`config.mk`:
```
export PLATFORM = sky130hd
export DESIGN_NAME = univ_shift_reg
export DESIGN_NICKNAME = d
export VERILOG_FILES = /design/src/rtl/univ_shift_reg.sv
export SDC_FILE = /design/constraint.sdc
export NUM_CORES = 1
export LEC_CHECK = 0
export ABC_CLOCK_PERIOD_IN_PS = 5200
export BUFFER_PORTS_ARGS = -buffer_cell sky130_fd_sc_hd__buf_2
export CORE_ASPECT_RATIO = 0.8
export CORE_MARGIN = 2
export CORE_UTILIZATION = 61
export CTS_BUF_LIST = sky130_fd_sc_hd__clkbuf_4 sky130_fd_sc_hd__clkbuf_8
export CTS_CLUSTER_DIAMETER = 100
export DETAILED_ROUTE_END_ITERATION = 10
export GPL_ROUTABILITY_DRIVEN = 0
export GPL_TIMING_DRIVEN = 1
export PLACE_DENSITY = 0.95
export SYNTH_ARGS = -nofsm -noshare
export SYNTH_HDL_FRONTEND = slang
export SYNTH_SLANG_ARGS = --single-unit
```
`constraint.sdc`:
```
create_clock -name clk -period 5.2 [get_ports clk]
set_clock_uncertainty 0.15 [all_clocks]
set_input_delay 1.04 -clock clk [delete_from_list [all_inputs] [get_ports clk]]
set_output_delay 1.04 -clock clk [all_outputs]
set_load 0.03 [all_outputs]
```
`src/rtl/univ_shift_reg.sv`:
```
// WIDTH-bit universal shift register: single-step shift/rotate/load/clear plus a
// burst engine that repeats one shift-class operation amt times.
module univ_shift_reg #(
  parameter int                WIDTH   = 8,
  parameter logic [WIDTH-1:0]  RST_VAL = {WIDTH{1'b0}},
  localparam int               AW      = $clog2(WIDTH+1)
) (
  input  logic             clk,
  input  logic             rst,
  input  logic             en,
  input  logic             start,
  input  logic [2:0]       mode,
  input  logic [AW-1:0]    amt,
  input  logic [WIDTH-1:0] d,
  input  logic             sin_l,
  input  logic             sin_r,
  output logic [WIDTH-1:0] q,
  output logic             sout_l,
  output logic             sout_r,
  output logic             busy,
  output logic             done
);

  localparam logic [2:0] M_HOLD = 3'b000;
  localparam logic [2:0] M_SHL  = 3'b001;
  localparam logic [2:0] M_SHR  = 3'b010;
  localparam logic [2:0] M_LOAD = 3'b011;
  localparam logic [2:0] M_ROTL = 3'b100;
  localparam logic [2:0] M_ROTR = 3'b101;
  localparam logic [2:0] M_ASR  = 3'b110;
  localparam logic [2:0] M_CLR  = 3'b111;

  typedef enum logic {IDLE = 1'b0, BURST = 1'b1} state_t;

  // Handshake: start is sampled only in IDLE; busy is high for every cycle the
  // engine is in BURST; done pulses for one cycle, coincident with the first
  // cycle q carries the final burst result.
  state_t          state;
  logic [2:0]      bmode;
  logic [AW-1:0]   cnt;

  function automatic logic is_shift(input logic [2:0] m);
    return (m == M_SHL) || (m == M_SHR) || (m == M_ROTL) ||
           (m == M_ROTR) || (m == M_ASR);
  endfunction

  function automatic logic [WIDTH-1:0] step(input logic [2:0]       m,
                                            input logic [WIDTH-1:0] cur,
                                            input logic [WIDTH-1:0] ld,
                                            input logic             sl,
                                            input logic             sr);
    logic [WIDTH-1:0] nxt;
    nxt = cur;
    case (m)
      M_HOLD: nxt = cur;
      M_SHL:  nxt = {cur[WIDTH-2:0], sr};
      M_SHR:  nxt = {sl, cur[WIDTH-1:1]};
      M_LOAD: nxt = ld;
      M_ROTL: nxt = {cur[WIDTH-2:0], cur[WIDTH-1]};
      M_ROTR: nxt = {cur[0], cur[WIDTH-1:1]};
      M_ASR:  nxt = {cur[WIDTH-1], cur[WIDTH-1:1]};
      M_CLR:  nxt = {WIDTH{1'b0}};
      default: nxt = cur;
    endcase
    return nxt;
  endfunction

  always_ff @(posedge clk) begin
    if (rst) begin
      q     <= RST_VAL;
      state <= IDLE;
      busy  <= 1'b0;
      done  <= 1'b0;
      cnt   <= '0;
      bmode <= M_HOLD;
    end else begin
      done <= 1'b0;
      case (state)
        IDLE: begin
          if (start) begin
            if (is_shift(mode)) begin
              if (amt != '0) begin
                // First step lands on the accepting edge; cnt holds steps still to go.
                q     <= step(mode, q, d, sin_l, sin_r);
                bmode <= mode;
                cnt   <= amt - AW'(1);
                if (amt == AW'(1)) begin
                  done <= 1'b1;
                end else begin
                  state <= BURST;
                  busy  <= 1'b1;
                end
              end else begin
                done <= 1'b1;
              end
            end else begin
              q    <= step(mode, q, d, sin_l, sin_r);
              done <= 1'b1;
            end
          end else if (en) begin
            q <= step(mode, q, d, sin_l, sin_r);
          end
        end
        BURST: begin
          q   <= step(bmode, q, d, sin_l, sin_r);
          cnt <= cnt - AW'(1);
          if (cnt == AW'(1)) begin
            done  <= 1'b1;
            busy  <= 1'b0;
            state <= IDLE;
          end
        end
        default: begin
          state <= IDLE;
          busy  <= 1'b0;
        end
      endcase
    end
  end

  assign sout_l = q[WIDTH-1];
  assign sout_r = q[0];

endmodule

```
==> results.toml <==
[sta]
period_needed_ns = 2.48
slew_viol_final = 0
tns_ns = 0
post-route-period-util = 0.478
max-slew-margin-rel = 0.253
timing.final.ws_setup_ns = 2.72
report.final.hold_viol_count = 0
setup_violations = 0
worst_pin_slew_ns = 1.12
rsz0062_at_grt = "no"
fmaxAchievable_mhz = 403

[worst_setup_path]
arrival_ns = 2.56
startpoint_type = "input pin"
path_class = "input pin to flip-flop"
crit_path_end_kind = "flip-flop"
required_ns = 5.28
cp_max_fo = 25

[floorplanning]
initial_core_util = 0.655
die_h_um = 50.2
dieArea_um2 = 3100
ioPinCount = 33
core_area_um2 = 2480
die_x_um = 61.7
rows = 16

[detailed_routing]
dr.first_iter.drc_count = 132
dr.pass1.iters = 6
wl_per_cell_um = 15.3
wl_um = 4190
vias_per_cell = 6.61
ant_nets = 0
drc = 0
vias = 1805

[cts]
numCtsBuffers = 3
clkTransAtPathRegs_ns = 0.11
cts_setup_buffers = 0
clockBufferDepth = 2
htreeDepth = 1
cts_tree = "done"
hold_buffers = 0
clk_latency_ns = 0.30
cts_root_buffer = "clkbuf_4"
clock_sinks = 18
cts.repair.resized = 0

[final_layout]
diodes = 0
drive_gt1_frac = 0.211
stdcell_area_um2 = 1760
finalNetCount = 263
fillCellCount = 213
syn_to_final_growth_pct = 8.39

[global_route]
grtUsageTotal = 0.289
grt_pass1_vias = 1435
antenna_found_initial = 0
grt_max_degree = 33
grt_pass1_wl_um = 6820
globalRouteOverflowTotal = 0

[placed_design]
port_buffers = 32
place_area_um2 = 1730
hpwl_um = 2890
dp_slack_ns = 2.45

[pwr]
design_power_total_mw = 0.417
power.density_nw_per_um2 = 237
leakagePower_nw = 0.707
ir_drop_mv = 0.188

[yosys]
post-synth-top-count-cell = "nor2_1"
synth-async-reset-ratio = 0
synth-seq-area-share = 0.222
syn_area_um2 = 1630
synth_top_area_cell = "dfxtp_1"
ys_seq_elements = 18
synth.area.top_cells = "dfxtp_1 22%, a21oi_1 4.9%, nor2_1 4.8%"
syn_nets = 244
syn_inst = 219
synth.avg_cell_area_um2 = 7.42
synth_edf_count = 0
dominantRegCellSynth = "dfxtp_1"
ys_warn_count = 0
synth.top_cell.area_share = 0.222
ys_types = 58
synthTopCellsByCount = "21 x nor2_1, 18 x dfxtp_1, 16 x a21oi_1, 16 x nand2_1, 13 x inv_1"

[outcome]
outcome = "complete, no violations"

[hold_path]
hold_class = "flip-flop to flip-flop"

[flow_run]
maxCapViolCount = 0
==> through the flow <==
step / hold slack (ns) / std cells / utilization
final: 0.317 / 273 / 0.710
after global routing: 0.373 / 273 / 0.710
after CTS: 0.314 / 273 / 0.710
after detailed placement: 0.300 / 269 / 0.695
after global placement: 0.296 / 269 / 0.695
after floorplan: 0.360 / 219 / -
==> worst paths after layout <==
kind,to,cells past startpoint,slack [ns],start
min reg2reg,busy$_SDFFE_PP0P_,2,0.32,busy$_SDFFE_PP0P_
min,busy$_SDFFE_PP0P_,2,0.32,busy$_SDFFE_PP0P_
max reg2reg,q[1]$_SDFFE_PP0P_,5,2.94,bmode[1]$_SDFFE_PP0P_
max,q[0]$_SDFFE_PP0P_,6,2.72,mode[1]
==> logic make-up after synthesis <==
kind of cell,Yosys count,share of synthesized area
buffers and inverters,32,0.0970
DFF,18,0.222
and+or+nand+nor,81,0.262
xor gates and xnor gates,3,0.0162
AOI/OAI and AO/OA,74,0.329
adders and majority gates,4,0.0308
muxes,7,0.0439
==> layer usage <==
metal  vias up  global-route usage  share of wire  wire length [um]
met5         -                   0              0                 0
met3        16              0.0490           0.13               542
met1       812               0.472           0.42              1770
li1        847                   -              -                 -
met4         0              0.0709          0.022                91
met2       130               0.382           0.43              1780
==> where the power goes <==
part	internal, mW	switching, mW
sequential	0.151	0.0281
combinational	0.0596	0.0891
clock	0.0427	0.0465
total	0.253	0.164
==> layout make-up <==
cell class | count | area, um^2 | area share
inverter | 14 | 52.6 | 0.0298
clock buffer | 4 | 36.3 | 0.0206
tap | 36 | 45.0 | 0.0256
timing repair buffer | 32 | 160 | 0.0909
sequential | 18 | 360 | 0.205
multi-input combinational | 169 | 1110 | 0.629
==> worst max-delay path: stages <==
cell and delay [ns]:
buf_2 0.36, nand2_1 0.13, a41o_2 0.31, o21ai_2 0.40, nor2_1 0.08, a311oi_1 0.24
==> placed cells by master (no fill, tap or decap), types with 4 or more instances in the layout <==
cell type  netlist  routed
buf_2            9      32
nor2_1          21      21
dfxtp_1         18      18
a21oi_1         16      16
nand2_1         16      16
inv_1           13      13
o21ai_0         11      11
o211ai_1         9       9
nand4_1          9       9
nand2b_1         7       7
nand3_1          7       7
mux2i_1          6       6
o2111ai_1        4       4
or2_2            4       4
ha_1             4       4
==> registers in the layout (all words and copies together), names as in the netlist <==
| name | flops |
|---|---|
| busy | 1 |
| cnt | 4 |
| state | 1 |
| bmode | 3 |
| done | 1 |
| q | 8 |
No activity file was read; power rests on OpenSTA's default activity.
